## src/rtl/dmem_arb_pkg.sv

```systemverilog
// Shared types and constants for the two-master data-memory arbiter.
package dmem_arb_pkg;

  localparam int unsigned DEPTH_MAX = 4;
  localparam int unsigned CNT_W     = $clog2(DEPTH_MAX + 1);

  typedef enum logic {
    M0 = 1'b0,
    M1 = 1'b1
  } master_id_t;

  function automatic master_id_t other_master(master_id_t id);
    return (id == M0) ? M1 : M0;
  endfunction

endpackage

```

## src/rtl/dmem_arb_owner_fifo.sv

```systemverilog
// Records which master owns each outstanding slave transfer, in issue order.
module dmem_arb_owner_fifo
  import dmem_arb_pkg::*;
#(
  parameter int unsigned DEPTH = 2
) (
  input  logic             clk,
  input  logic             rst_n,
  input  logic             push,
  input  logic             push_id,
  input  logic             pop,
  output logic             head,
  output logic [CNT_W-1:0] count,
  output logic             full,
  output logic             empty
);

  localparam int unsigned PTR_W = (DEPTH > 1) ? $clog2(DEPTH) : 1;
  localparam int unsigned SLOTS = 1 << PTR_W;

  logic [PTR_W-1:0] wr_ptr;
  logic [PTR_W-1:0] rd_ptr;
  logic [CNT_W-1:0] cnt;
  logic             mem [SLOTS];
  logic             do_push;
  logic             do_pop;

  function automatic logic [PTR_W-1:0] next_ptr(logic [PTR_W-1:0] p);
    return (p == PTR_W'(DEPTH - 1)) ? '0 : p + 1'b1;
  endfunction

  assign full    = (cnt == CNT_W'(DEPTH));
  assign empty   = (cnt == '0);
  assign do_push = push & ~full;
  assign do_pop  = pop & ~empty;
  assign head    = mem[rd_ptr];
  assign count   = cnt;

  always_ff @(posedge clk or negedge rst_n) begin
    if (!rst_n) begin
      wr_ptr <= '0;
      rd_ptr <= '0;
      cnt    <= '0;
    end else begin
      if (do_push) wr_ptr <= next_ptr(wr_ptr);
      if (do_pop)  rd_ptr <= next_ptr(rd_ptr);
      case ({do_push, do_pop})
        2'b10:   cnt <= cnt + 1'b1;
        2'b01:   cnt <= cnt - 1'b1;
        default: cnt <= cnt;
      endcase
    end
  end

  // Storage needs no reset: head is only consumed when the FIFO is non-empty.
  always_ff @(posedge clk) begin
    if (do_push) mem[wr_ptr] <= push_id;
  end

endmodule

```

## src/rtl/dmem_arbiter.sv

```systemverilog
// Round-robin arbiter sharing one RAM slave between the core data port (m0)
// and DMA (m1), with in-order response routing via an owner FIFO.
module dmem_arbiter
  import dmem_arb_pkg::*;
#(
  parameter int unsigned AW    = 32,
  parameter int unsigned DW    = 32,
  parameter int unsigned DEPTH = 2
) (
  input  logic            clk,
  input  logic            rst_n,
  input  logic            m0_req,
  input  logic [AW-1:0]   m0_addr,
  input  logic            m0_we,
  input  logic [DW/8-1:0] m0_be,
  input  logic [DW-1:0]   m0_wdata,
  output logic            m0_gnt,
  output logic            m0_rvalid,
  output logic [DW-1:0]   m0_rdata,
  output logic            m0_err,
  input  logic            m1_req,
  input  logic [AW-1:0]   m1_addr,
  input  logic            m1_we,
  input  logic [DW/8-1:0] m1_be,
  input  logic [DW-1:0]   m1_wdata,
  output logic            m1_gnt,
  output logic            m1_rvalid,
  output logic [DW-1:0]   m1_rdata,
  output logic            m1_err,
  output logic            s_req,
  output logic [AW-1:0]   s_addr,
  output logic            s_we,
  output logic [DW/8-1:0] s_be,
  output logic [DW-1:0]   s_wdata,
  input  logic            s_gnt,
  input  logic            s_rvalid,
  input  logic [DW-1:0]   s_rdata,
  input  logic            s_err,
  output logic            protocol_err
);

  if (DEPTH < 1 || DEPTH > DEPTH_MAX) begin : g_depth_check
    $error("dmem_arbiter: DEPTH must be in 1..%0d", DEPTH_MAX);
  end

  master_id_t       prio;
  master_id_t       sel;
  logic             accept;
  logic             pop;
  logic             fifo_head;
  logic [CNT_W-1:0] fifo_count;
  logic             fifo_full;
  logic             fifo_empty;

  // Priority pointer only breaks ties; a lone requester always wins.
  always_comb begin
    sel = M0;
    if (m0_req && m1_req) sel = prio;
    else if (m1_req)      sel = M1;
  end

  // No full-bypass: a pop in the same cycle does not reopen the slot.
  assign s_req  = rst_n & (m0_req | m1_req) & ~fifo_full;
  assign accept = s_req & s_gnt;
  assign m0_gnt = accept & (sel == M0);
  assign m1_gnt = accept & (sel == M1);

  always_comb begin
    if (sel == M1) begin
      s_addr  = m1_addr;
      s_we    = m1_we;
      s_be    = m1_be;
      s_wdata = m1_wdata;
    end else begin
      s_addr  = m0_addr;
      s_we    = m0_we;
      s_be    = m0_be;
      s_wdata = m0_wdata;
    end
  end

  always_ff @(posedge clk or negedge rst_n) begin
    if (!rst_n)      prio <= M0;
    else if (accept) prio <= other_master(sel);
  end

  dmem_arb_owner_fifo #(
    .DEPTH (DEPTH)
  ) u_owner_fifo (
    .clk     (clk),
    .rst_n   (rst_n),
    .push    (accept),
    .push_id (sel),
    .pop     (pop),
    .head    (fifo_head),
    .count   (fifo_count),
    .full    (fifo_full),
    .empty   (fifo_empty)
  );

  // Responses are routed to the oldest owner; strays with nothing outstanding are dropped.
  assign pop       = s_rvalid & ~fifo_empty;
  assign m0_rvalid = pop & (fifo_head == M0);
  assign m1_rvalid = pop & (fifo_head == M1);
  assign m0_rdata  = s_rdata;
  assign m1_rdata  = s_rdata;
  assign m0_err    = s_err;
  assign m1_err    = s_err;

  always_ff @(posedge clk or negedge rst_n) begin
    if (!rst_n)                      protocol_err <= 1'b0;
    else if (s_rvalid && fifo_empty) protocol_err <= 1'b1;
  end

  a_count_bound: assert property (@(posedge clk) disable iff (!rst_n)
    fifo_count <= CNT_W'(DEPTH));

endmodule
```

## config.mk

```make
export PLATFORM = sky130hd
export DESIGN_NAME = dmem_arbiter
export DESIGN_NICKNAME = d
export VERILOG_FILES = /design/src/rtl/dmem_arb_pkg.sv /design/src/rtl/dmem_arb_owner_fifo.sv /design/src/rtl/dmem_arbiter.sv
export SDC_FILE = /design/constraint.sdc
export NUM_CORES = 1
export LEC_CHECK = 0
export ABC_AREA = 1
export CAP_MARGIN = 25
export CELL_PAD_IN_SITES_DETAIL_PLACEMENT = 2
export CELL_PAD_IN_SITES_GLOBAL_PLACEMENT = 2
export CORE_MARGIN = 10
export CORE_UTILIZATION = 10
export CTS_CLUSTER_SIZE = 16
export DETAILED_ROUTE_END_ITERATION = 10
export PLACE_DENSITY = 0.95
export SYNTH_ARGS = -nofsm -noshare
export SYNTH_HDL_FRONTEND = slang
export SYNTH_SLANG_ARGS = --single-unit
```

## constraint.sdc

```tcl
create_clock -name clk -period 1.6 [get_ports clk]
set_input_delay 0.24 -clock clk [delete_from_list [all_inputs] [get_ports clk]]
set_output_delay 0.24 -clock clk [all_outputs]
set_load 0.05 [all_outputs]
```

Word level (Yosys, flattened, before mapping)
Memories as Yosys holds them, arrays and structs flattened.
Cells that the tools add are included.
- reduce and logical (&&, ||, !) cells: 4
- add/sub/neg operators: 4
- eq/ne operators: 3
- muxes and demuxes: 12
- bitwise gates (word level): 15
- operators by type and width (cell ; number):
    two-way mux 32 bit ; 2
    bitwise AND 1 bit ; 10
    two-way mux 1 bit ; 8
    one-hot mux 3 bit (2 select lines) ; 1
    two-way mux 4 bit ; 1
    NOT 1 bit ; 4
    adder 3 x 1 -> 3 bit, second input constant ; 1
    equality test 3 x 2 -> 1 bit, second input constant ; 1
    zero test 3 bit ; 1
    subtractor 3 x 1 -> 3 bit, second input constant ; 1
    adder 1 bit, second input constant ; 2
    equality test 2 x 1 -> 1 bit, second input constant ; 1
    equality test 2 bit, second input constant ; 1
    logical AND 1 bit ; 2
    nonzero test 2 bit ; 1
    OR 1 bit ; 1
- memory bits (writable): 2
- bits of input ports: 177
- bits in registers: 7
- memories kept: 1
- output and inout port bits: 141
- logic and storage cells: 44
- memory list (name ; words ; width ; read ports ; clocked after memory_dff ; write ports ; RTL line ; RTL):
    u_owner_fifo.mem ; 2 ; 1 ; 1 ; 0 ; 1 ; dmem_arb_owner_fifo.sv:24 ; logic mem [SLOTS];

Depth between registers and ports, before layout
Gate-level depths: netlist of run 1.
- depth after elaboration: 7
- depth in mapped cells: 11

By module
A second synthesis of run 1 with hierarchy kept.
- cell total of the unflattened synthesis: 358
- area total of the unflattened synthesis: 1933.1 sq um
- modules (own cells, without submodules) (module ; sequential area each (sq um) ; cells each ; instances ; area each (sq um)):
    dmem_arbiter ; 50.0 ; 314 ; 1 ; 1554.0
    dmem_arb_owner_fifo ; 185.2 ; 44 ; 1 ; 379.1

Least setup slack after synthesis of run 1
OpenSTA, ideal clock, no wires.
- path type: register to register
- start point: register u_owner_fifo.cnt[0], in the netlist u_owner_fifo.count[0]
- end point: register u_owner_fifo.cnt[2], in the netlist u_owner_fifo.count[2]
- stages on the path, launching flop included: 10
- data required time: 1.477 ns
- setup slack: -0.146 ns
- data arrival time: 1.623 ns
- clock period less this slack: 1.746 ns
- cell sequence: dfrtp_1 -> nor2_1 -> nand2_1 -> nand3_2 -> ha_1 -> inv_1 -> fa_1 -> nand2_1 -> nand3_1 -> xor2_1
- longest elaborated chain between the ends: 7
- elaborated cells on any way between the ends: 15
- RTL lines (item ; RTL line ; RTL):
    from (decl) ; dmem_arb_owner_fifo.sv:23 ; logic [CNT_W-1:0] cnt;
    from (signal assigned) ; dmem_arb_owner_fifo.sv:48 ; 2'b10: cnt <= cnt + 1'b1;
    from (signal assigned) ; dmem_arb_owner_fifo.sv:49 ; 2'b01: cnt <= cnt - 1'b1;
    from (signal assigned) ; dmem_arb_owner_fifo.sv:50 ; default: cnt <= cnt;
    equality test 3 x 2 -> 1 bit ; dmem_arb_owner_fifo.sv:32 ; assign full = (cnt == CNT_W'(DEPTH));
    NOT 1 bit ; dmem_arb_owner_fifo.sv:34, dmem_arbiter.sv:63 ;
    bitwise AND 1 bit ; dmem_arbiter.sv:63 ; assign s_req = rst_n & (m0_req | m1_req) & ~fifo_full;
    bitwise AND 1 bit ; dmem_arbiter.sv:64 ; assign accept = s_req & s_gnt;
    bitwise AND 1 bit ; dmem_arb_owner_fifo.sv:34 ; assign do_push = push & ~full;
    equality test 2 x 1 -> 1 bit / equality test 2 bit (equally long branches) ; dmem_arb_owner_fifo.sv:47 ; case ({do_push, do_pop})
    one-hot mux 3 bit (2 select lines) / nonzero test 2 bit (equally long branches) ; - ;
Parallel ways exist; a longest one is shown, timed or not.
A chain may end at the register's enable or synchronous reset.

Worst setup path after layout of run 1
- start point: register prio
- end point: output port s_wdata[29]
- longest elaborated chain between the ends: 2
- RTL lines (item ; RTL line ; RTL):
    from (decl) ; dmem_arbiter.sv:46 ; master_id_t prio;
    from (signal assigned) ; dmem_arbiter.sv:84 ; else if (accept) prio <= other_master(sel);
    two-way mux 1 bit ; dmem_arbiter.sv:58 ; if (m0_req && m1_req) sel = prio;
    two-way mux 32 bit ; dmem_arbiter.sv:69 ; if (sel == M1) begin
    to (decl) ; dmem_arbiter.sv:34 ; output logic [DW-1:0] s_wdata,
Every way passes these cells.

==> summary.txt, run 1 <==
Detailed routing
  – Detailed-route vias per instance: 3.800
  – Total wire length after detailed routing: 14.57 mm
  – M1 WL: 5.009 mm
  – Pre-antenna DRT Iters: 4
  – WL met3: 1.608 mm
  – Post-route antenna net violation count: 0
  – Via Count: between 2000 and 3000
  – Met2 wire length: approximately 7.5 mm
  – Drt initial violations: 49
  – Drt wl/cell: about 19 um
  – Highest routing layer actually used: met5
  – Post-detailed-route DRC marker count: 0

Floorplan
  – Die Y: 155.9 um
  – Initial core utilization: about a tenth
  – Core Rows: 49
  – I/O Pins: 318
  – Core region area: 18090 um2
  – Die boundary width: 155.9 um
  – Overall die area: 24290 um2

STA
  – Total Neg Setup Slack: -8.831 ns
  – Max Clock Freq: between 500 and 600 MHz
  – Hold violation count in the final report: 0
  – Final number of setup-violating endpoints: 73
  – Max-slew violation count: 0
  – Post-route minimum period: 1.798 ns
  – Worst clock skew on the final layout: between 0.001 and 0.0015 ns
  – Tightest Pin Transition: approximately 0.23 ns
  – Final cycle utilization of the critical path: 112.4%
  – Fin worst setup slack: -0.1977 ns
  – Unrepaired setup endpoints after global routing: true
  – Max-Slew Margin vs Limit: 84.56%

Placement
  – DP Worst Slack: -0.3767 ns
  – Post-Place Cells: 727
  – HPWL after DPL: 10.61 mm
  – Weighted congestion at the end of routability-driven global placement: 0.7041
  – Number of input and output port buffers inserted: 218
  – Total cell area at the placement stage: 4669 um2

Clock tree
  – CTS sink count: 9
  – Number of buffers inserted by hold repair at cts: 0
  – Clock Latency Late Sink: 0.24 ns
  – TritonCTS clock tree: built
  – H-tree Lvls: 1
  – Root cell of the clock tree: sky130_fd_sc_hd__clkbuf_16
  – Buffer depth of the longest clock path: 2
  – Clock slew seen by the registers of the worst setup and hold paths: 0.04 ns
  – CTS Buf Count: 3

Synth
  – EDFF count, synth: 2
  – Cell type with the largest total area after synthesis: sky130_fd_sc_hd__nand2_1
  – Most frequently used flop master after synthesis: sky130_fd_sc_hd__dfrtp_1
  – Library cells used by synthesis: 21
  – Netlist area before placement: 1846 um2
  – Most instantiated cells after synthesis: sky130_fd_sc_hd__nand2_1, sky130_fd_sc_hd__buf_4, sky130_fd_sc_hd__inv_1, sky130_fd_sc_hd__buf_2, sky130_fd_sc_hd__dfrtp_1
  – Number of synthesis warnings: 0
  – Fraction of synthesized cell area taken by the top area cell type: 44.95%
  – Most repeated cell in the gate-level netlist after synthesis: sky130_fd_sc_hd__nand2_1
  – Share of synthesized registers carrying an async set or reset: about 78%
  – Average cell area after synthesis: 5.365 um2
  – Syn nets: 523
  – Number of synthesized register bits: 9
  – Sequential share of the synthesized area: about 13%
  – Leading post-synthesis cells by cell area: sky130_fd_sc_hd__nand2_1, sky130_fd_sc_hd__buf_4, sky130_fd_sc_hd__dfrtp_1
  – Gate Count Post-Synth: 344

Setup path
  – Crit Path Category: flip-flop to primary output
  – CP Data Arrival Time: 1.56 ns
  – Buf+Inv Stages, Crit Path: 4
  – CP Depth: 8
  – Crit path max-delay cell type: sky130_fd_sc_hd__dfrtp_1
  – Worst reg-to-reg setup slack: -0.10 ns
  – Cell class contributing the biggest share of worst-path delay: buffers and inverters
  – Top fanout value on the critical path: 5
  – Highest cell delay on the worst timing path: 0.39 ns
  – Cell chain of the critical path: inv_2, nand2_4, nand2_8, buf_12, clkbuf_16, nand2_2, nand2_2, buf_12
  – Endpoint required time on the critical path: between 1 and 1.5 ns
  – Critical path capture point type: primary output
  – Logic depth of the worst register-to-register path: 9
  – Type of origin of the critical path: flip-flop

Power
  – Static Leak: 2.570 nW
  – Maximum ir drop on the vdd rail: 0.4241 mV
  – Power per unit of standard cell area: 960.9 nW/um2

Run
  – Max cap viols: 0

Final layout
  – Antenna fix cells: 0
  – Final Net Count: 702
  – Post-route non-filler standard cell count: 751
  – Fraction of final layout cells sized beyond drive strength 1: 50.77%
  – Post-route cell area: 5679 um2
  – Final core occ: 31.40%
  – Area growth from synthesis to layout: 207.7%

Global routing
  – Pin count of the biggest net entering global routing: 21
  – Number of global-route vias before repair: 3384
  – Global Route Usage Sum: a little over a tenth
  – Aggregate global routing overflow: 0
  – Global-route wire length before repair: 20.31 mm
  – Antenna violations before repair: 1

Run status
  – Status: finished, violations left
  – Violated checks: negative setup slack

Min path
  – Worst Hold Class: input port to asynchronous set/reset pin
cell families after synthesis:
| family | share of synthesized area, % |
|---|---|
| adder cells (fa/ha/maj) | 1.763 |
| AO/OA/AOI/OAI | 1.017 |
| buffers and inverters | 34.58 |
| XOR/XNOR | 1.424 |
| AND/OR/NAND/NOR | 48.48 |
| flip-flops | 12.75 |
cell usage in the layout (no fill, tap or decap):
cell type,Yosys,final
sky130_fd_sc_hd__a21oi_2,0,1
sky130_fd_sc_hd__a31o_2,1,1
sky130_fd_sc_hd__and2_4,0,1
sky130_fd_sc_hd__buf_12,0,80
sky130_fd_sc_hd__buf_16,0,8
sky130_fd_sc_hd__buf_4,73,19
sky130_fd_sc_hd__buf_6,0,1
sky130_fd_sc_hd__clkbuf_1,0,1
sky130_fd_sc_hd__clkbuf_16,0,6
sky130_fd_sc_hd__clkdlybuf4s50_1,0,140
sky130_fd_sc_hd__dfrtp_1,7,7
sky130_fd_sc_hd__dlygate4sd2_1,0,3
sky130_fd_sc_hd__edfxtp_1,2,2
sky130_fd_sc_hd__fa_2,0,1
sky130_fd_sc_hd__ha_4,0,1
sky130_fd_sc_hd__inv_1,13,7
sky130_fd_sc_hd__inv_16,0,1
sky130_fd_sc_hd__inv_2,0,5
sky130_fd_sc_hd__inv_4,1,1
sky130_fd_sc_hd__nand2_1,221,89
sky130_fd_sc_hd__nand2_2,1,101
sky130_fd_sc_hd__nand2_4,0,31
sky130_fd_sc_hd__nand2_8,0,1
sky130_fd_sc_hd__nand3_2,1,1
sky130_fd_sc_hd__nand3_4,0,1
sky130_fd_sc_hd__nand4_1,2,2
sky130_fd_sc_hd__nor2_1,5,3
sky130_fd_sc_hd__nor2_4,0,3
sky130_fd_sc_hd__o21ai_2,0,1
sky130_fd_sc_hd__xnor2_1,1,1
sky130_fd_sc_hd__xor2_1,2,2
through the flow:
step | total power [W] | hold WS [ns]
2_1_floorplan | 0.002559 | -0.05559
3_3_place_gp | 0.004089 | 0.4529
3_5_place_dp | 0.004201 | 0.4745
4_1_cts | 0.005280 | 0.09418
5_1_grt | 0.005743 | 0.1299
6_report | 0.005457 | 0.1172
worst reg2reg max path: stages (launching register included):
cell and delay, ns:
sky130_fd_sc_hd__dfrtp_1 0.40, sky130_fd_sc_hd__nor2_4 0.17, sky130_fd_sc_hd__nand2_2 0.11, sky130_fd_sc_hd__nand3_4 0.08
sky130_fd_sc_hd__ha_4 0.15, sky130_fd_sc_hd__inv_4 0.04, sky130_fd_sc_hd__fa_2 0.36, sky130_fd_sc_hd__nand2_2 0.07
sky130_fd_sc_hd__nand3_2 0.07, sky130_fd_sc_hd__xor2_1 0.14
per-layer routing:
| layer | vias to the layer above | global-route usage, % |
|---|---|---|
| li1 | 1312 | - |
| met1 | 1333 | 10.36 |
| met2 | 160 | 20.22 |
| met3 | 47 | 4.632 |
| met4 | 2 | 3.597 |
| met5 | - | 0 |
where the power goes:
part	switching [W]	leakage, nW	internal, W	total, W
Clock	0.000115	0.0382	0.000334	0.000448
Sequential	0.0000661	0.0993	0.000331	0.000397
Combinational	0.00239	2.43	0.00222	0.00461
Total	0.00257	2.57	0.00288	0.00546
layout make-up:
| type | count | area [um2] |
|---|---|---|
| Clock buffer | 4 | 78.83 |
| Fill cell | 1975 | 12410 |
| Inverter | 14 | 71.32 |
| Multi-Input combinational cell | 241 | 1529 |
| Sequential cell | 9 | 235.2 |
| Tap cell | 229 | 286.5 |
| Timing Repair Buffer | 254 | 3478 |
state kept, by name (all words and copies together) (netlist names):
name,count
prio,1
u_owner_fifo.wr_ptr,1
u_owner_fifo.rd_ptr,1
u_owner_fifo.count,3
u_owner_fifo.mem,2
protocol_err,1
final timing paths:
| check | start | endpoint |
|---|---|---|
| worst max-delay path | prio | s_wdata[29] |
| worst max register to register | u_owner_fifo.count[0] | u_owner_fifo.count[2] |
| min in group clk | protocol_err | protocol_err |
| worst min-delay path | rst_n | u_owner_fifo.rd_ptr |
| worst min register to register | protocol_err | protocol_err |
| max in group asynchronous | rst_n | u_owner_fifo.count[1] |
repair_timing:
item                                    4_1_cts  5_1_grt
endpoints found under the setup margin       75       75
pin swaps                                    16       17
gates resized for setup                     139       54
setup buffers                                 7        2
endpoints found under the hold margin         0        0
cloned                                        8        3
Note: power is estimated with default switching activity, not from simulation.
==> inputs of run 2 (changes only) <==
--- a/constraint.sdc
+++ b/constraint.sdc
@@ -3,2 +3,2 @@
 set_output_delay 0.24 -clock clk [all_outputs]
-set_load 0.05 [all_outputs]
+set_load 0.1 [all_outputs]
==> run 2 against run 1 <==
Against the previous run: the flow still finishes with violations (negative setup slack); clock-buffer cell count stayed put; non-clock buffer count is 5 lower; clock power is 2% higher; worst hold slack worse by 0.0062 ns; via count is 0.91% lower; total power is 19% higher; sequential share of layout area is 0.14 points higher; global-route usage is 0.11 points lower; first-iteration DRC count stayed put; maximum frequency is 1.3% higher; critical path depth stayed put; register-to-register slack worse by 0.03 ns.
==> summary.txt, run 2 (synthesized netlist as in run 1, its figures left out) <==
Clock tree
  – CTS Buf Count: 3 (unchanged)
  – TritonCTS clock tree: built
  – Root cell of the clock tree: sky130_fd_sc_hd__clkbuf_16
  – H-tree Lvls: 1 (unchanged)
  – Clock Latency Late Sink: 0.24 ns (about the same)
  – CTS sink count: 9 (unchanged)
  – Clock slew seen by the registers of the worst setup and hold paths: 0.04 ns (about the same)
  – Buffer depth of the longest clock path: 2 (unchanged)

Power
  – Net switching component of the power: 0.003655 W (+42%)
  – Static Leak: 2.492 nW (-3.0%)
  – Power per unit of standard cell area: 1178 nW/um2 (+23%)
  – Internal power component: 0.002847 W (-1.3%)
  – Switching fraction of total power: 56.22% (+9.1 points)
  – Combinational group share of total power: 86.7% (+2.2 points)
  – Flop pwr share: 6.3% (-1.0 points)
  – Clock share of power: 7.0% (-1.2 points)
  – Maximum ir drop on the vdd rail: 0.4183 mV (-1.4%)

STA
  – Final cycle utilization of the critical path: 110.9% (-1.5 points)
  – Max Clock Freq: 563.7 MHz (+1.3%)
  – Final number of setup-violating endpoints: 73 (unchanged)
  – Hold violation count in the final report: 0 (unchanged)
  – Max-Slew Margin vs Limit: 85.32% (+0.77 points)
  – Unrepaired setup endpoints after global routing: true
  – Post-route minimum period: 1.774 ns (-0.02381 ns)
  – Max-slew violation count: 0 (unchanged)
  – Tightest Pin Transition: 0.2201 ns (-0.01151 ns)
  – Fin worst setup slack: -0.1739 ns (+0.02381 ns)
  – Worst clock skew on the final layout: 0.002360 ns (+0.001275 ns)

Floorplan
  – Die Y: 155.9 um (unchanged)
  – Overall die area: 24290 um2 (unchanged)
  – I/O Pins: 318 (unchanged)
  – Core region area: 18090 um2 (unchanged)
  – Core Rows: 49 (unchanged)
  – Die boundary width: 155.9 um (unchanged)
  – Initial core utilization: 10.20% (unchanged)

Detailed routing
  – Drt wl/cell: 19.45 um (+0.25%)
  – Post-detailed-route DRC marker count: 0 (unchanged)
  – Total wire length after detailed routing: 14.51 mm (-0.42%)
  – Post-route antenna net violation count: 0 (unchanged)
  – Detailed-route vias per instance: 3.791 (-0.25%)
  – Via Count: 2828 (-0.91%)
  – Drt initial violations: 49 (unchanged)
  – Pre-antenna DRT Iters: 4 (unchanged)

Setup path
  – Crit path max-delay cell type: sky130_fd_sc_hd__dfrtp_1
  – Highest cell delay on the worst timing path: 0.35 ns (-0.04 ns)
  – Cell mode on critical path: sky130_fd_sc_hd__nand2_4
  – Endpoint required time on the critical path: 1.36 ns (about the same)
  – CP Data Arrival Time: 1.53 ns (-0.03 ns)
  – Critical path capture point type: primary output
  – Type of origin of the critical path: flip-flop
  – Top fanout value on the critical path: 16 (+11)
  – Crit Path Category: flip-flop to primary output
  – Logic depth of the worst register-to-register path: 9 (unchanged)
  – Cell chain of the critical path: inv_2, nand2_4, nand2_8, inv_12, buf_16, nand2_1, nand2_4, buf_12

Global routing
  – Grt met3 use: 4.411% (-0.22 points)
  – Antenna violations before repair: 0 (-1)
  – Global-route wire length before repair: 20.07 mm (-1.2%)
  – Number of global-route vias before repair: 3382 (-0.059%)
  – Met1 track demand over resource in global routing: 9.444% (-0.92 points)
  – Aggregate global routing overflow: 0 (unchanged)
  – Most crowded layer after global routing: met2
  – Global-route met2 utilization: 21.38% (+1.2 points)
  – Pin count of the biggest net entering global routing: 31 (+48%)
  – Global Route Usage Sum: 10.69% (-0.11 points)

Min path
  – Worst Hold Class: input port to asynchronous set/reset pin

Final layout
  – Most frequent cells in the layout: sky130_fd_sc_hd__clkdlybuf4s50_1, sky130_fd_sc_hd__nand2_1, sky130_fd_sc_hd__nand2_2
  – Area growth from synthesis to layout: 199.1%
  – Post-route cell area: 5519 um2 (-2.8%)
  – Fill count: 1976 (+0.051%)
  – Flip-flop count of the largest register, all copies and words added: 3 (unchanged)
  – Final Net Count: 697 (-0.71%)
  – Leading cell type in the layout, fill and taps excluded: sky130_fd_sc_hd__clkdlybuf4s50_1
  – Fraction of final layout cells sized beyond drive strength 1: 47.58% (-3.2 points)
  – Antenna fix cells: 0 (unchanged)

Placement
  – Weighted congestion at the end of routability-driven global placement: 0.7299 (+3.7%)
  – Number of input and output port buffers inserted: 218 (unchanged)
  – Total cell area at the placement stage: 4888 um2 (+4.7%)
  – DP Worst Slack: -0.4569 ns (-0.08013 ns)
  – HPWL after DPL: 11.14 mm (+5.0%)

Run status
  – Status: finished, violations left
  – Violated checks: negative setup slack

Run
  – Max cap viols: 0 (unchanged)
==> run 2: path summary, 6_finish.rpt <==
| kind | from | to | slack, ns |
|---|---|---|---|
| worst max-delay path | prio | s_wdata[27] | -0.17 |
| worst min-delay path | rst_n | prio | 0.11 |
| worst max register to register | u_owner_fifo.count[0] | u_owner_fifo.count[2] | -0.13 |
| worst min register to register | u_owner_fifo.wr_ptr | u_owner_fifo.wr_ptr | 0.48 |
| max in group asynchronous | rst_n | u_owner_fifo.count[1] | 1.34 |
| min in group clk | u_owner_fifo.wr_ptr | u_owner_fifo.wr_ptr | 0.48 |
==> run 2: power groups by stage <==
stage	logic [W]	registers (W)	clock network [W]
2_1_floorplan	0.00367	0.000449	0
3_3_place_gp	0.00499	0.000389	0
3_5_place_dp	0.00512	0.000398	0
4_1_cts	0.00547	0.000404	0.000458
5_1_grt	0.00589	0.000422	0.000479
6_report	0.00563	0.000412	0.000455
==> run 2: metal layers <==
layer / vias up / part of all wire, %
li1: 1302 / -
met1: 1333 / 30
met4: 0 / 2.0
met3: 29 / 10
met2: 164 / 57
met5: - / 0
==> run 2: area by class of cell <==
| cell class | instances | area, um2 | share of cell area [%] |
|---|---|---|---|
| Clock buffer | 4 | 78.83 | 1.428 |
| Tap cell | 229 | 286.5 | 5.192 |
| Timing Repair Buffer | 249 | 3401 | 61.62 |
| Sequential cell | 9 | 236.5 | 4.285 |
| Multi-Input combinational cell | 241 | 1449 | 26.25 |
| Inverter | 14 | 67.56 | 1.224 |
==> run 2: critical path, delay by kind of cell, from the launching register on <==
family	cells	cell delay [ns]
buf+inv	4	0.54
simple gates	4	0.37
flops	1	0.35
==> run 2: what timing repair did <==
item,in CTS,in global routing
buffers inserted,6,1
setup endpoints to repair,75,75
pin swaps,10,12
gates resized for setup,55,44
hold buffers,0,0
cloned,4,4
==> run 2: through the flow <==
| stage | total power (W) | utilization (%) | instances | hold WS, ns | setup TNS [ns] |
|---|---|---|---|---|---|
| global route | 0.006790 | 30.52 | 746 | 0.1244 | -15.68 |
| finish | 0.006502 | 30.52 | 746 | 0.1109 | -10.12 |
| floorplan | 0.004122 | - | 344 | -0.05559 | -0.2395 |
| CTS | 0.006334 | 29.30 | 743 | 0.09647 | -11.40 |
| detailed placement | 0.005515 | 27.03 | 729 | 0.4640 | -17.72 |
| global placement | 0.005380 | 27.03 | 729 | 0.4533 | -14.48 |
==> inputs of run 3 (changes only) <==
- CAP_MARGIN: 25 -> unset
==> results of run 3 <==
No change in the layout: final DEF, timing and power equal those of run 2.
